[src/rtl/regfile_wb_arbiter_if.sv]
// Write-back bus between execution units / decode and the register-file write arbiter.
// Requesters and decode drive through the master modport; the arbiter uses the slave modport.
interface regfile_wb_arbiter_if #(
  parameter int NUM_REQ = 3,
  parameter int DATA_W  = 32,
  parameter int ADDR_W  = 5
);
  logic [NUM_REQ-1:0]        req_valid;
  logic [NUM_REQ*ADDR_W-1:0] req_addr;
  logic [NUM_REQ*DATA_W-1:0] req_data;
  logic [NUM_REQ-1:0]        req_ready;
  logic                      rsv_valid;
  logic [ADDR_W-1:0]         rsv_addr;
  logic                      wr_en;
  logic [ADDR_W-1:0]         wr_addr;
  logic [DATA_W-1:0]         wr_data;
  logic [31:0]               busy;

  modport master (
    output req_valid, req_addr, req_data, rsv_valid, rsv_addr,
    input  req_ready, wr_en, wr_addr, wr_data, busy
  );

  modport slave (
    input  req_valid, req_addr, req_data, rsv_valid, rsv_addr,
    output req_ready, wr_en, wr_addr, wr_data, busy
  );
endinterface

[src/rtl/regfile_wb_arbiter.sv]
// Round-robin write-back arbiter plus destination-register busy scoreboard for the regfile write port.
// Optional build macro R0_DISCARD_EN: transfers to r0 complete the handshake but never raise wr_en.
module regfile_wb_arbiter #(
  parameter int NUM_REQ = 3,
  parameter int DATA_W  = 32,
  parameter int ADDR_W  = 5
) (
  input logic                  clock,
  input logic                  reset_n,
  regfile_wb_arbiter_if.slave  bus
);
  localparam int PTR_W = (NUM_REQ > 1) ? $clog2(NUM_REQ) : 1;

  logic [PTR_W-1:0]   ptr_q, ptr_d;
  logic               wr_en_q, wr_en_d;
  logic [ADDR_W-1:0]  wr_addr_q, wr_addr_d;
  logic [DATA_W-1:0]  wr_data_q, wr_data_d;
  logic [31:0]        busy_q, busy_d;

  logic [NUM_REQ-1:0] grant_s;
  logic [NUM_REQ-1:0] ready_s;
  logic [PTR_W-1:0]   gnt_idx_s;
  logic               found_s;
  logic               xfer_s;
  logic [ADDR_W-1:0]  sel_addr_s;
  logic [DATA_W-1:0]  sel_data_s;
  logic [31:0]        set_mask_s;
  logic [31:0]        clr_mask_s;

  function automatic logic [PTR_W-1:0] rr_idx(input logic [PTR_W-1:0] p, input int k);
    int s;
    s = int'(p) + k;
    if (s >= NUM_REQ) begin
      s = s - NUM_REQ;
    end else begin
      s = s;
    end
    return PTR_W'(s);
  endfunction

  // Round-robin search from ptr, then mux out the winning slice and compute next state.
  always_comb begin
    grant_s    = '0;
    gnt_idx_s  = '0;
    found_s    = 1'b0;
    sel_addr_s = '0;
    sel_data_s = '0;
    for (int k = 0; k < NUM_REQ; k++) begin
      if (!found_s && bus.req_valid[rr_idx(ptr_q, k)]) begin
        grant_s[rr_idx(ptr_q, k)] = 1'b1;
        gnt_idx_s                 = rr_idx(ptr_q, k);
        found_s                   = 1'b1;
      end else begin
        found_s = found_s;
      end
    end
    // Reset blocks every grant so nothing is accepted while the port is held in reset.
    ready_s = reset_n ? grant_s : '0;
    xfer_s  = |ready_s;
    for (int k = 0; k < NUM_REQ; k++) begin
      sel_addr_s = sel_addr_s | ({ADDR_W{ready_s[k]}} & bus.req_addr[k*ADDR_W +: ADDR_W]);
      sel_data_s = sel_data_s | ({DATA_W{ready_s[k]}} & bus.req_data[k*DATA_W +: DATA_W]);
    end

    ptr_d = xfer_s ? ((gnt_idx_s == PTR_W'(NUM_REQ - 1)) ? '0 : gnt_idx_s + 1'b1) : ptr_q;

`ifdef R0_DISCARD_EN
    wr_en_d = xfer_s && (sel_addr_s != '0);
`else
    wr_en_d = xfer_s;
`endif
    wr_addr_d = wr_en_d ? sel_addr_s : wr_addr_q;
    wr_data_d = wr_en_d ? sel_data_s : wr_data_q;

    // Set is applied after clear so a same-cycle reservation wins; bit 0 is forced low.
    clr_mask_s = xfer_s ? (32'd1 << sel_addr_s) : 32'd0;
    set_mask_s = bus.rsv_valid ? (32'd1 << bus.rsv_addr) : 32'd0;
    busy_d     = ((busy_q & ~clr_mask_s) | set_mask_s) & ~32'd1;
  end

  // State register with synchronous active-low reset.
  always_ff @(posedge clock) begin
    if (!reset_n) begin
      ptr_q     <= '0;
      wr_en_q   <= 1'b0;
      wr_addr_q <= '0;
      wr_data_q <= '0;
      busy_q    <= 32'd0;
    end else begin
      ptr_q     <= ptr_d;
      wr_en_q   <= wr_en_d;
      wr_addr_q <= wr_addr_d;
      wr_data_q <= wr_data_d;
      busy_q    <= busy_d;
    end
  end

  assign bus.req_ready = ready_s;
  assign bus.wr_en     = wr_en_q;
  assign bus.wr_addr   = wr_addr_q;
  assign bus.wr_data   = wr_data_q;
  assign bus.busy      = busy_q;
endmodule

[src/flat_wrapper.sv]
// flat-port wrapper written by rule: the top's interface ports become plain ports
module regfile_wb_arbiter_flat 
#(
  parameter int NUM_REQ = 3,
  parameter int DATA_W  = 32,
  parameter int ADDR_W  = 5
)
  (clock, reset_n, bus_req_valid, bus_req_addr, bus_req_data, bus_rsv_valid, bus_rsv_addr, bus_req_ready, bus_wr_en, bus_wr_addr, bus_wr_data, bus_busy);
  regfile_wb_arbiter_if #(.NUM_REQ(NUM_REQ), .DATA_W(DATA_W), .ADDR_W(ADDR_W)) bus_i ();
  input logic clock;
  input logic reset_n;
  input wire logic [$bits(bus_i.req_valid)-1:0] bus_req_valid;
  input wire logic [$bits(bus_i.req_addr)-1:0] bus_req_addr;
  input wire logic [$bits(bus_i.req_data)-1:0] bus_req_data;
  input wire logic [$bits(bus_i.rsv_valid)-1:0] bus_rsv_valid;
  input wire logic [$bits(bus_i.rsv_addr)-1:0] bus_rsv_addr;
  output wire logic [$bits(bus_i.req_ready)-1:0] bus_req_ready;
  output wire logic [$bits(bus_i.wr_en)-1:0] bus_wr_en;
  output wire logic [$bits(bus_i.wr_addr)-1:0] bus_wr_addr;
  output wire logic [$bits(bus_i.wr_data)-1:0] bus_wr_data;
  output wire logic [$bits(bus_i.busy)-1:0] bus_busy;
  assign bus_i.req_valid = bus_req_valid;
  assign bus_i.req_addr = bus_req_addr;
  assign bus_i.req_data = bus_req_data;
  assign bus_i.rsv_valid = bus_rsv_valid;
  assign bus_i.rsv_addr = bus_rsv_addr;
  assign bus_req_ready = bus_i.req_ready;
  assign bus_wr_en = bus_i.wr_en;
  assign bus_wr_addr = bus_i.wr_addr;
  assign bus_wr_data = bus_i.wr_data;
  assign bus_busy = bus_i.busy;
  regfile_wb_arbiter #(.NUM_REQ(NUM_REQ), .DATA_W(DATA_W), .ADDR_W(ADDR_W)) u_core (.clock(clock), .reset_n(reset_n), .bus(bus_i));
endmodule
[config.mk]
export PLATFORM = sky130hd
export DESIGN_NAME = regfile_wb_arbiter_flat
export DESIGN_NICKNAME = d
export VERILOG_FILES = /design/src/rtl/regfile_wb_arbiter_if.sv /design/src/rtl/regfile_wb_arbiter.sv /design/src/flat_wrapper.sv
export SDC_FILE = /design/constraint.sdc
export NUM_CORES = 1
export LEC_CHECK = 0
export BUFFER_PORTS_ARGS = -buffer_cell sky130_fd_sc_hd__buf_2
export CAP_MARGIN = 0
export CORE_ASPECT_RATIO = 1.25
export CORE_MARGIN = 4
export CORE_UTILIZATION = 40
export DETAILED_ROUTE_END_ITERATION = 7
export PLACE_DENSITY_LB_ADDON = 0.05
export SYNTH_ARGS = -nofsm -noshare
export SYNTH_HDL_FRONTEND = slang
export SYNTH_SLANG_ARGS = --single-unit
[constraint.sdc]
create_clock -name clock -period 3.1 [get_ports clock]
set_input_delay 0.31 -clock clock [delete_from_list [all_inputs] [get_ports clock]]
set_output_delay 0.31 -clock clock [all_outputs]
set_load 0.05 [all_outputs]
* Yosys cells after proc, flatten, opt, wreduce, memory -nomap -nowiden *
Cells that the tools add are included.

storage, ports and cells
  logic and storage cells = 80
  flip-flop bits (word level) = 72
  input port bits = 122
  output and inout port bits = 73

cells by class
  bitwise gates (word level) = 15
  reduce and logical (&&, ||, !) cells = 8
  shift operators = 2
  order comparisons = 12
  multiplexer cells = 30
  add/subtract/negate cells = 6
  equal/unequal tests = 1

operators by type and width
  cell                                                                           count
  32-bit bitwise AND                                                             4
  32-bit OR                                                                      3
  32-bit 2-to-1 mux                                                              2
  1-bit by 5-bit << shifter with 32-bit output (first input constant)            2
  32-bit inverter                                                                1
  2-bit 2-to-1 mux                                                               10
  2-bit by 3-bit less-than comparator with 1-bit output (second input constant)  6
  5-bit bitwise AND                                                              3
  3-bit 2-to-1 mux                                                               4
  5-bit OR                                                                       2
  1-bit 2-to-1 mux                                                               8
  1-bit binary-select mux with 2-bit select                                      3
  1-bit demux with 2-bit select                                                  3
  2-bit by 1-bit >= comparator with 1-bit output (second input constant)         3
  3-bit by 2-bit >= comparator with 1-bit output (second input constant)         2
  3-bit OR                                                                       2
  1-bit logical AND                                                              5
  2-bit by 1-bit subtractor with 2-bit output (second input constant)            2
  2-bit by 1-bit adder with 3-bit output (second input constant)                 1
  2-bit by 2-bit adder with 3-bit output (second input constant)                 1
  3-bit OR reduction                                                             1
  2-bit by 1-bit adder with 2-bit output (second input constant)                 1
  2-bit equality test (second input constant)                                    1
  2-bit >= comparator (second input constant)                                    1
  2 further kinds                                                                3

* Logic depth before layout (Yosys ltp) *
Gate-level depths: netlist of the first run.

  depth in word-level cells = 26
  gate-level depth with buffers = 12
  mapped depth without buffers = 10

* Least setup slack after synthesis of the first run *
OpenSTA, ideal clock, no wires.

  path type = reg-to-reg
  start = register u_core.ptr_q[0]
  end = register u_core.wr_data_q[0], in the netlist u_core.bus.wr_data[0]
  data required time = 3.030 ns
  path buffers = 3
  arrival time = 2.715 ns
  path slack = 0.314 ns
  stages on the path, launching flop included = 11
  setup time = 0.070 ns
  path through = dfxtp_1 inv_1 ha_1 buf_2 nor4bb_1 a311oi_1 o41ai_4 buf_4 buf_2 a222oi_1 a21oi_1

between the ends
  cells in the longest elaborated chain, start to end = 16
  elaborated cells on any way between the ends = 53
  classes of those cells = 5 x add/sub; 9 x order compare; 24 x mux; 7 x bitwise; 8 x reduce/logical

RTL lines
  what                                                                                                 RTL line                                            text
  start: declaration                                                                                   regfile_wb_arbiter.sv:14                            logic [PTR_W-1:0] ptr_q, ptr_d;
  start signal: assignment                                                                             regfile_wb_arbiter.sv:90                            ptr_q <= ptr_d;
  2-bit by 1-bit adder with 3-bit output (tied with other cells)                                       regfile_wb_arbiter.sv:32                            s = int'(p) + k;
  3-bit by 2-bit >= comparator with 1-bit output (tied with other cells)                               regfile_wb_arbiter.sv:33                            if (s >= NUM_REQ) begin
  2-bit 2-to-1 mux, on equally long branches                                                           regfile_wb_arbiter.sv:33, regfile_wb_arbiter.sv:49
  2-bit 2-to-1 mux (tied with other cells)                                                             regfile_wb_arbiter.sv:49                            if (!found_s && bus.req_valid[rr_idx(ptr_q, k)]) begin
  2-bit by 3-bit less-than comparator with 1-bit output (not written as such) (tied with other cells)  regfile_wb_arbiter.sv:50                            grant_s[rr_idx(ptr_q, k)] = 1'b1;
  1-bit logical AND (not written as such) or 1-bit 2-to-1 mux (tied branches)                          regfile_wb_arbiter.sv:50
  1-bit 2-to-1 mux (not written as such) or 1-bit demux with 2-bit select (tied branches)              --
  1-bit demux with 2-bit select or 3-bit 2-to-1 mux (tied branches)                                    --
  3-bit OR (no line)                                                                                   --
  3-bit 2-to-1 mux                                                                                     regfile_wb_arbiter.sv:49
  3-bit OR (no line)                                                                                   --
  3-bit 2-to-1 mux *                                                                                   regfile_wb_arbiter.sv:49
  3-bit 2-to-1 mux *                                                                                   regfile_wb_arbiter.sv:58                            ready_s = reset_n ? grant_s : '0;
  named net bus_req_ready[1]                                                                           flat_wrapper.sv:17                                  output wire logic [$bits(bus_i.req_ready)-1:0] bus_req_ready;
  32-bit bitwise AND                                                                                   regfile_wb_arbiter.sv:62                            sel_data_s = sel_data_s | ({DATA_W{ready_s[k]}} & bus.req_data[k*DATA_W +: DATA_W]);
  32-bit OR (2 in a row)                                                                               regfile_wb_arbiter.sv:62
  end signal: assignment                                                                               regfile_wb_arbiter.sv:93                            wr_data_q <= wr_data_d;
  end: declaration                                                                                     regfile_wb_arbiter.sv:17                            logic [DATA_W-1:0] wr_data_q, wr_data_d;

The timed path passes the listed nets; every way through them passes the cells marked *. The select of a mux whose other input is x is not followed.
A chain may end at the register's enable or synchronous reset.

* Worst setup path after layout of the first run *
  start = register u_core.ptr_q[1]
  end = output bus_req_ready[1]

between the ends
  cells in the longest elaborated chain, start to end = 13
  elaborated cells on any way between the ends = 47
  classes of those cells = 5 x add/sub; 9 x order compare; 24 x mux; 2 x bitwise; 7 x reduce/logical

RTL lines
  what                                                                                                 RTL line
  2-bit by 1-bit adder with 3-bit output (tied with other cells)                                       regfile_wb_arbiter.sv:32
  3-bit by 2-bit >= comparator with 1-bit output (tied with other cells)                               regfile_wb_arbiter.sv:33
  2-bit 2-to-1 mux, on equally long branches                                                           regfile_wb_arbiter.sv:33, regfile_wb_arbiter.sv:49
  2-bit 2-to-1 mux (tied with other cells)                                                             regfile_wb_arbiter.sv:49
  2-bit by 3-bit less-than comparator with 1-bit output (not written as such) (tied with other cells)  regfile_wb_arbiter.sv:50
  1-bit logical AND (not written as such) or 1-bit 2-to-1 mux (tied branches)                          regfile_wb_arbiter.sv:50
  1-bit 2-to-1 mux (not written as such) or 1-bit demux with 2-bit select (tied branches)              --
  1-bit demux with 2-bit select or 3-bit 2-to-1 mux (tied branches)                                    --
  3-bit OR (no line)                                                                                   --
  3-bit 2-to-1 mux                                                                                     regfile_wb_arbiter.sv:49
  3-bit OR (no line)                                                                                   --
  3-bit 2-to-1 mux *                                                                                   regfile_wb_arbiter.sv:49
  3-bit 2-to-1 mux *                                                                                   regfile_wb_arbiter.sv:58
  end: declaration                                                                                     flat_wrapper.sv:17

Every way passes the cells marked *; elsewhere a longest branch is shown, timed or not. The select of a mux whose other input is x is not followed.

==> results.sh, run 1 <==
export IMPL_boundaryPins=195
export IMPL_combPwrFrac_pct=63.7
export IMPL_cp_start_kind="flop"
export IMPL_fill_cells=884
export IMPL_crit_slowest_cell="o41ai_4"
export IMPL_reg2reg_depth=10
export IMPL_clock_latency_ns=0.35
export IMPL_setup_viol=0
export IMPL_p_sw_share_pct=51.4
export IMPL_io_buffers=193
export IMPL_dr_first_iter_drc_count=248
export IMPL_synth_area_leaders="dfxtp_1 (39%), a21oi_1 (9.2%), a222oi_1 (8.8%), o21ai_0 (4.8%), nand2_1 (4.2%)"
export IMPL_ys_ff_latch=71
export IMPL_grt_overflow=0
export IMPL_grt_pass1_wl_mm=18.7
export IMPL_cts_htree_levels=3
export IMPL_clkPwrFrac_pct=13.1
export IMPL_required_ns=2.79
export IMPL_maxSlewViolCount=0
export IMPL_endpoint_kind="output port"
export IMPL_finalPower_w=0.00561
export IMPL_fin_nets=736
export IMPL_cts_hold_buf=0
export IMPL_power_density_nw_per_um2=1120
export IMPL_period_share_pct=95.7
export IMPL_synth_warnings=0
export IMPL_async_flop_share_pct=0
export IMPL_antenna_found_initial=1
export IMPL_routedWlPerCell_um=16.8
export IMPL_pwr_share_seq_pct=23.2
export IMPL_clockBufferDepth=2
export IMPL_r2r_start="u_core.ptr_q[1]"
export IMPL_clk_pin_slew_ns=0.07
export IMPL_design_area_sq_um=5000
export IMPL_hold_viol_final=0
export IMPL_synthTopCellsByCount="dfxtp_1 (71), a21oi_1 (67), nand2_1 (41)"
export IMPL_synth_top_flop_cell="dfxtp_1"
export IMPL_post_route_worst_setup_slack_ns=0.134
export IMPL_grt_pass1_vias=3881
export IMPL_netlist_area_sq_um=3630
export IMPL_cts_buffers=9
export IMPL_syn_num_nets=550
export IMPL_synth_top_area_share_pct=39.1
export IMPL_status="finished clean"
export IMPL_multi_input_area_sq_um=2080
export IMPL_drc=0
export IMPL_hold_path_cell_count=3
export IMPL_numClockSinks=71
export IMPL_synth_top_cell_by_area="dfxtp_1"
export IMPL_worst_pin_slew_ns=0.623
export IMPL_root_buffer="clkbuf_8"
export IMPL_dieArea_sq_um=10700
export IMPL_yosysMostFrequentCell="dfxtp_1"
export IMPL_placed_area_sq_um=4710
export IMPL_crit_type="flop to output port"
export IMPL_die_x_um=93.2
export IMPL_vias_per_cell=5.54
export IMPL_dr_pass1_iters=5
export IMPL_synth_edf_count=0
export IMPL_initial_core_util_pct=41.5
export IMPL_place_ws_ns=-0.00881
export IMPL_min_from="bus_req_data[65]"
export IMPL_relSlewSlack_pct=58.4
export IMPL_ir_drop_mv=0.542
export IMPL_avgSynthCellArea_sq_um=8.57
export IMPL_p_leak_nw=2.21
export IMPL_areaGrowthSynthToFinish_pct=37.6
export IMPL_diodes=0
export IMPL_period_needed_ns=2.97
export IMPL_seqCellArea_sq_um=1420
export IMPL_hold_path_class="input pin to flop"
export IMPL_crit_buf_inv=4
export IMPL_r2r_slack_ns=0.17
export IMPL_ys_types=44
export IMPL_dp_final_hpwl_mm=9.29
export IMPL_arrival_ns=2.66
export IMPL_core_area_sq_um=8750
export IMPL_drv_cap=0
export IMPL_grt_max_degree=40
export IMPL_max_stage_delay_ns=0.35
export IMPL_whs_endpoint="u_core.bus.wr_data[1]"
export IMPL_crit_family="buffers and inverters"
export IMPL_layout_drive_gt1_share_pct=42.8
export IMPL_postRouteAntennaNets=0
export IMPL_fin_util_pct=57.1
export IMPL_cts_tree="yes"
export IMPL_path_cells="inv_1 -> ha_2 -> mux2i_2 -> mux2i_4 -> buf_4 -> o41ai_4 -> buf_6 -> buf_2"
export IMPL_skew_ns=0.00594
export IMPL_fmax_ghz=0.337
export IMPL_die_h_um=115
export IMPL_yosysSeqAreaShare_pct=39.1
export IMPL_cp_max_fo=33
export IMPL_num_vias=4071
export IMPL_grtUsageTotal_pct=22.0
export IMPL_p_sw_w=0.00288
export IMPL_synthCells=424
export IMPL_p_int_w=0.00272
export IMPL_std_cell_rows=38
export IMPL_finalWeightedCongestion=0.844
export IMPL_reg2reg_to="u_core.bus.busy[3]"
export IMPL_routed_wl_mm=12.3
## stage by stage
stage / TNS, ns / std cells / hold slack, ns
floorplan: 0 / 424 / 0.468
global placement: 0 / 716 / 0.439
detailed placement: -0.0163 / 716 / 0.443
CTS: 0 / 733 / 0.223
global route: -0.00739 / 735 / 0.240
finish: 0 / 735 / 0.236
## cells by family after synthesis
group	count (synthesis)	synth area share (%)
compound gates	155	30.2
fa+ha+maj	4	1.38
buf+inv	41	5.51
flops	71	39.1
mux	4	1.45
other cells	1	0.103
simple gates	148	22.2
## tightest hold or removal path, cell delays in order
cell	delay (ns)
buf_2	0.07
a222oi_1	0.06
a21oi_1	0.11
## routing by layer
metal | track usage (%) | wire (um) | up-vias
li1 | - | - | 1973
met1 | 25.4 | 4750 | 1882
met2 | 38.6 | 6310 | 190
met3 | 5.52 | 1010 | 24
met4 | 8.70 | 249 | 2
met5 | 0 | 13 | -
## area by class of cell
type / count / share of cell area (%)
tap: 120 / 3.00
clock inverter: 3 / 0.851
sequential: 71 / 28.4
clock buffer: 13 / 2.98
timing repair buffer: 210 / 22.6
inverter: 6 / 0.451
multi-input combinational: 312 / 41.7
## sequential cells by signal, indices dropped and copies added, names as in the netlist
name / flops
u_core.bus.wr_data: 32
u_core.ptr_q: 2
u_core.bus.busy: 31
u_core.bus.wr_en: 1
u_core.bus.wr_addr: 5
## cell usage in the layout, fill, tap and decap left out, types with 3 or more instances in the layout
master	count
nand3b_1	3
dfxtp_1	71
nor2b_1	4
a21oi_1	67
nand4_1	3
nand2b_1	6
clkbuf_8	10
and2_1	5
nand3_1	9
nor2_1	35
buf_2	192
clkbuf_1	3
a222oi_1	32
a221oi_2	3
mux2i_2	3
o21ai_0	35
nor3_1	22
a221o_2	3
buf_4	13
inv_1	5
nand2_1	41
nor3_2	13
## power groups by stage
stage                     logic, W  registers, W  clock network [W]
after detailed placement   0.00343       0.00131                  0
after floorplan            0.00178       0.00214                  0
after global placement     0.00340       0.00131                  0
final                      0.00357       0.00130           0.000736
after CTS                  0.00345       0.00130           0.000753
after global routing       0.00381       0.00133           0.000793
## timing repair
action	CTS	global route
setup buffers	1	2
setup endpoints to repair	10	54
pin swaps	1	2
resized for setup	1	15
## how the worst max path moves through the flow
stage          slack [ns]  cells after the start       startpoint                    end
4_1_cts             0.001                      7  u_core.ptr_q[1]       bus_req_ready[1]
3_5_place_dp       -0.009                     10  u_core.ptr_q[1]    u_core.bus.busy[29]
3_3_place_gp         0.13                     10  u_core.ptr_q[1]    u_core.bus.busy[21]
5_1_grt            -0.007                      8  u_core.ptr_q[1]       bus_req_ready[1]
6_report             0.13                      8  u_core.ptr_q[1]       bus_req_ready[1]
2_1_floorplan        0.31                     10  u_core.ptr_q[0]  u_core.bus.wr_data[0]
Power figures use the tool's default switching activity.
==> inputs of run 2 (changes only) <==
--- a/config.mk
+++ b/config.mk
@@ -11,7 +11,7 @@
 export CORE_MARGIN = 4
 export CORE_UTILIZATION = 40
 export DETAILED_ROUTE_END_ITERATION = 7
-export PLACE_DENSITY_LB_ADDON = 0.05
+export PLACE_DENSITY = 0.73
 export SYNTH_ARGS = -nofsm -noshare
 export SYNTH_HDL_FRONTEND = slang
 export SYNTH_SLANG_ARGS = --single-unit
==> run 2 against run 1 <==
Compared with the run above: fmax decreased by 0.13%; worst setup slack got worse by 0.0040 ns; final cell count decreased by 0.27%; routed wire length increased by 0.38%; critical endpoint is now bus_req_ready[0]; largest cell class unchanged.
==> results.sh, run 2 (same netlist as run 1, synthesis figures left out) <==
export IMPL_endpoint_kind="output port"
export IMPL_routedWlPerCell_um=16.9
export IMPL_grt_max_degree=37
export IMPL_setup_viol=0
export IMPL_maxSlewViolCount=0
export IMPL_layout_common_cells="buf_2 (191), dfxtp_1 (71), a21oi_1 (67), nand2_1 (41)"
export IMPL_clock_latency_ns=0.34
export IMPL_power_density_nw_per_um2=1130
export IMPL_reg2reg_depth=10
export IMPL_grtUsageTotal_pct=23.1
export IMPL_max_stage_delay_ns=0.36
export IMPL_dr_pass1_iters=5
export IMPL_period_share_pct=95.8
export IMPL_cts_buffers=9
export IMPL_io_buffers=193
export IMPL_numClockSinks=71
export IMPL_crit_type="flop to output port"
export IMPL_crit_family="multiplexers"
export IMPL_grt_overflow=0
export IMPL_hold_path_class="input pin to flop"
export IMPL_num_vias=4077
export IMPL_die_x_um=93.2
export IMPL_p_int_w=0.00268
export IMPL_drv_cap=0
export IMPL_cts_htree_levels=3
export IMPL_initial_core_util_pct=41.5
export IMPL_fill_cells=841
export IMPL_finalWeightedCongestion=0.926
export IMPL_core_area_sq_um=8750
export IMPL_p_leak_nw=2.19
export IMPL_crit_path_frequent_cell="mux2i_2"
export IMPL_p_sw_share_pct=52.2
export IMPL_period_needed_ns=2.97
export IMPL_cp_max_fo=33
export IMPL_cts_tree="yes"
export IMPL_routed_wl_mm=12.4
export IMPL_clkPwrFrac_pct=13.2
export IMPL_postRouteAntennaNets=0
export IMPL_relSlewSlack_pct=62.0
export IMPL_cp_num_cells=8
export IMPL_fin_util_pct=56.9
export IMPL_layout_drive_gt1_share_pct=42.7
export IMPL_required_ns=2.79
export IMPL_combPwrFrac_pct=63.7
export IMPL_areaGrowthSynthToFinish_pct=37.1
export IMPL_root_buffer="clkbuf_8"
export IMPL_boundaryPins=195
export IMPL_grt_pass1_wl_mm=19.7
export IMPL_crit_buf_inv=3
export IMPL_p_sw_w=0.00293
export IMPL_die_h_um=115
export IMPL_vias_per_cell=5.56
export IMPL_diodes=0
export IMPL_skew_ns=0.0133
export IMPL_dieArea_sq_um=10700
export IMPL_dr_first_iter_drc_count=263
export IMPL_path_cells="inv_1 -> ha_2 -> mux2i_2 -> mux2i_4 -> mux2i_2 -> a311oi_4 -> buf_8 -> clkbuf_4"
export IMPL_pwr_share_seq_pct=23.1
export IMPL_clk_pin_slew_ns=0.08
export IMPL_tns_ns=0
export IMPL_arrival_ns=2.66
export IMPL_dp_final_hpwl_mm=9.65
export IMPL_std_cell_rows=38
export IMPL_largest_reg_flops=32
export IMPL_layout_commonest_cell="buf_2"
export IMPL_ir_drop_mv=0.803
export IMPL_cp_start_kind="flop"
export IMPL_antenna_found_initial=1
export IMPL_rsz0062_at_grt="no"
export IMPL_drc=0
export IMPL_hold_path_cell_count=3
export IMPL_grt_pass1_vias=4126
export IMPL_fmax_ghz=0.337
export IMPL_crit_slowest_cell="a311oi_4"
export IMPL_status="finished clean"
export IMPL_clockBufferDepth=2
export IMPL_hold_viol_final=0
export IMPL_worst_pin_slew_ns=0.570
export IMPL_fin_nets=734
run 2: cell type report:
type | instances | area, sq um | area share [%]
tap | 120 | 150 | 3.01
sequential | 71 | 1420 | 28.5
clock buffer | 10 | 128 | 2.56
timing repair buffer | 208 | 1110 | 22.3
clock inverter | 6 | 70.1 | 1.41
inverter | 6 | 22.5 | 0.452
multi-input combinational | 312 | 2080 | 41.7
run 2: timing repair:
action,in CTS,in global routing
hold buffers,0,0
gates resized for setup,6,9
buffers inserted,2,0
cloned,0,0
pin swaps,1,2
endpoints found under the setup margin,2,22
run 2: path summary, 6_finish.rpt:
| check | end | from | slack, ns |
|---|---|---|---|
| setup / recovery | bus_req_ready[0] | u_core.ptr_q[1] | 0.13 |
| hold / removal | u_core.bus.wr_data[18] | bus_req_data[82] | 0.25 |
| setup reg to reg | u_core.bus.busy[10] | u_core.ptr_q[1] | 0.17 |
| hold reg to reg | u_core.bus.wr_data[24] | u_core.bus.wr_data[24] | 0.45 |
run 2: power by group through the flow:
| stage | Combinational (W) | Sequential [W] | Clock (W) |
|---|---|---|---|
| floorplan | 0.00178 | 0.00214 | 0 |
| global placement | 0.00338 | 0.00131 | 0 |
| detailed placement | 0.00344 | 0.00132 | 0 |
| CTS | 0.00350 | 0.00130 | 0.000758 |
| global route | 0.00381 | 0.00133 | 0.000798 |
| finish | 0.00358 | 0.00130 | 0.000741 |
run 2: per-stage QoR:
step	total power (W)	std cells	instance area [sq um]	worst slack (ns)	hold WS, ns
4_1_cts	0.00555	733	4930	0.0163	0.233
5_1_grt	0.00595	733	4980	0.00712	0.236
3_5_place_dp	0.00476	715	4700	0.0819	0.445
6_report	0.00561	733	4980	0.130	0.254
3_3_place_gp	0.00469	715	4700	0.220	0.441
2_1_floorplan	0.00392	424	3630	0.314	0.468
run 2: layer usage:
metal	wire (um)	up-vias	global-route usage [%]
met2	6110	248	41.0
met4	186	2	7.04
met3	1290	20	6.25
met5	13	-	0
li1	-	1971	-
met1	4780	1836	27.0
run 2: tightest hold or removal path, stage by stage:
cell      delay, ns
buf_2          0.08
a222oi_1       0.06
a21oi_1        0.11
==> inputs of run 3 (changes only) <==
==> constraint.sdc (replaced) <==
create_clock -name clock -period 3.1 [get_ports clock]
set_input_delay 0.62 -clock clock [delete_from_list [all_inputs] [get_ports clock]]
set_output_delay 0.62 -clock clock [all_outputs]
set_load 0.05 [all_outputs]
==> run 3 against run 2 <==
Compared with the run above: total power up 0.87%; via count is 1.1% higher; global-route usage decreased by 0.15 points; core utilization about the same; sequential share of layout area is essentially flat; worst setup slack lost 0.0069 ns; sequential power about the same; non-clock buffer count grew 3; die area stayed put; first-iteration DRC count grew 0.76%; flip-flop and latch count unchanged; critical path type is now flop to flop.
==> results.sh, run 3 (same netlist as run 1, synthesis figures left out) <==
export IMPL_relSlewSlack_pct=54.0
export IMPL_drc=0
export IMPL_grt_pass1_wl_mm=19.3
export IMPL_drv_cap=0
export IMPL_hold_viol_final=0
export IMPL_dr_pass1_iters=5
export IMPL_layout_drive_gt1_share_pct=42.7
export IMPL_crit_type="flop to flop"
export IMPL_fin_nets=737
export IMPL_hold_ws_ns=0.454
export IMPL_r2r_start="u_core.ptr_q[1]"
export IMPL_numClockSinks=71
export IMPL_skew_ns=0.0105
export IMPL_layout_commonest_cell="buf_2"
export IMPL_die_x_um=93.2
export IMPL_io_buffers=193
export IMPL_status="finished clean"
export IMPL_p_leak_nw=2.21
export IMPL_grt_pass1_vias=3882
export IMPL_boundaryPins=195
export IMPL_dp_final_hpwl_mm=10.0
export IMPL_routed_wl_mm=12.7
export IMPL_clockBufferDepth=2
export IMPL_rsz0062_at_grt="no"
export IMPL_antenna_found_initial=0
export IMPL_largest_reg_flops=32
export IMPL_period_needed_ns=2.98
export IMPL_std_cell_rows=38
export IMPL_postRouteAntennaNets=0
export IMPL_root_buffer="clkbuf_8"
export IMPL_core_area_sq_um=8750
export IMPL_hold_path_class="flop to flop"
export IMPL_ir_drop_mv=0.840
export IMPL_setup_viol=0
export IMPL_clock_latency_ns=0.34
export IMPL_endpoint_kind="flop"
export IMPL_num_vias=4121
export IMPL_power_density_nw_per_um2=1140
export IMPL_cp_max_fo=11
export IMPL_cts_tree="yes"
export IMPL_tns_ns=0
export IMPL_reg2reg_depth=12
export IMPL_required_ns=3.31
export IMPL_whs_endpoint="u_core.bus.wr_data[22]"
export IMPL_maxSlewViolCount=0
export IMPL_dr_first_iter_drc_count=265
export IMPL_initial_core_util_pct=41.5
export IMPL_clk_pin_slew_ns=0.08
export IMPL_hold_path_cell_count=2
export IMPL_die_h_um=115
export IMPL_period_share_pct=96.0
export IMPL_grtUsageTotal_pct=23.0
export IMPL_worst_pin_slew_ns=0.690
export IMPL_grt_overflow=0
export IMPL_cts_htree_levels=3
export IMPL_routedWlPerCell_um=17.3
export IMPL_finalWeightedCongestion=0.899
export IMPL_areaGrowthSynthToFinish_pct=37.2
export IMPL_arrival_ns=3.18
export IMPL_grt_max_degree=33
export IMPL_dieArea_sq_um=10700
export IMPL_fmax_ghz=0.336
export IMPL_cts_buffers=9
export IMPL_reg2reg_to="u_core.bus.busy[18]"
export IMPL_r2r_slack_ns=0.12
export IMPL_cts_hold_buf=0
export IMPL_min_from="u_core.bus.wr_data[22]"
export IMPL_vias_per_cell=5.60
export IMPL_cp_start_kind="flop"
export IMPL_layout_common_cells="buf_2 (191), dfxtp_1 (71), a21oi_1 (67), nand2_1 (41)"
export IMPL_diodes=0
-- run 3: cell types whose count changed in the layout (fill, tap and decap cells not counted), moves of 2 or more --
| cell | change |
|---|---|
| buf_4 | +8 |
| buf_8 | -2 |
| mux2i_2 | -2 |
| mux2i_1 | +2 |
| clkbuf_4 | -2 |
-- run 3: report_power, final --
group | internal [W] | switching (W) | total, W
Combinational | 0.00111 | 0.00242 | 0.00353
Sequential | 0.00117 | 0.000133 | 0.00130
Clock | 0.000459 | 0.000367 | 0.000826
Total | 0.00274 | 0.00292 | 0.00566
-- run 3: repair_timing --
| item | in CTS | in global routing |
|---|---|---|
| setup endpoints to repair | 2 | 48 |
| buffers inserted | 1 | 3 |
| pin swaps | 1 | 1 |
| resized for setup | 5 | 3 |
-- run 3: final cells by class --
type / count / area (sq um)
clock inverters: 6 / 92.6
well taps: 120 / 150
clock buffers: 10 / 128
repair buffers: 211 / 1110
inverters: 6 / 22.5
multi-input cells: 312 / 2060
flip-flops and latches: 71 / 1420
fillers: 861 / 3760
-- run 3: worst max-delay path: stages (launching register included) --
cell and delay [ns]:
dfxtp_1 0.34, inv_1 0.09, ha_2 0.29, mux2i_2 0.32
mux2i_4 0.11, buf_4 0.17, nand3_1 0.13, o41ai_4 0.10
buf_4 0.17, buf_4 0.18, a221o_2 0.41, nor3_2 0.42
a21oi_1 0.12
-- run 3: metal layers --
layer / vias to the layer above / global-route usage, % / wire length, um
met5: - / 0 / 0
met4: 0 / 10.9 / 340
met3: 19 / 5.00 / 1180
met2: 227 / 39.3 / 6250
met1: 1903 / 27.2 / 4930
li1: 1972 / - / -
-- run 3: through the flow --
step	utilization (%)	instances	worst slack [ns]	cell area [sq um]	total power, W
floorplan	-	424	0.0622	3630	0.00392
global placement	53.7	716	0.213	4690	0.00470
detailed placement	53.7	716	0.134	4690	0.00473
global route	57.0	736	0.0206	4980	0.00599
CTS	56.5	733	0.0406	4940	0.00559
finish	57.0	736	0.123	4980	0.00566
-- run 3: worst max-delay path by stage --
stage,start,depth (start not counted),slack [ns],to
detailed placement,u_core.ptr_q[1],10,0.13,u_core.bus.busy[5]
finish,u_core.ptr_q[1],12,0.12,u_core.bus.busy[18]
global route,u_core.ptr_q[1],12,0.02,u_core.bus.busy[21]
global placement,u_core.ptr_q[1],10,0.21,u_core.bus.busy[5]
CTS,u_core.ptr_q[0],7,0.04,bus_req_ready[0]
floorplan,u_core.ptr_q[0],8,0.06,bus_req_ready[1]
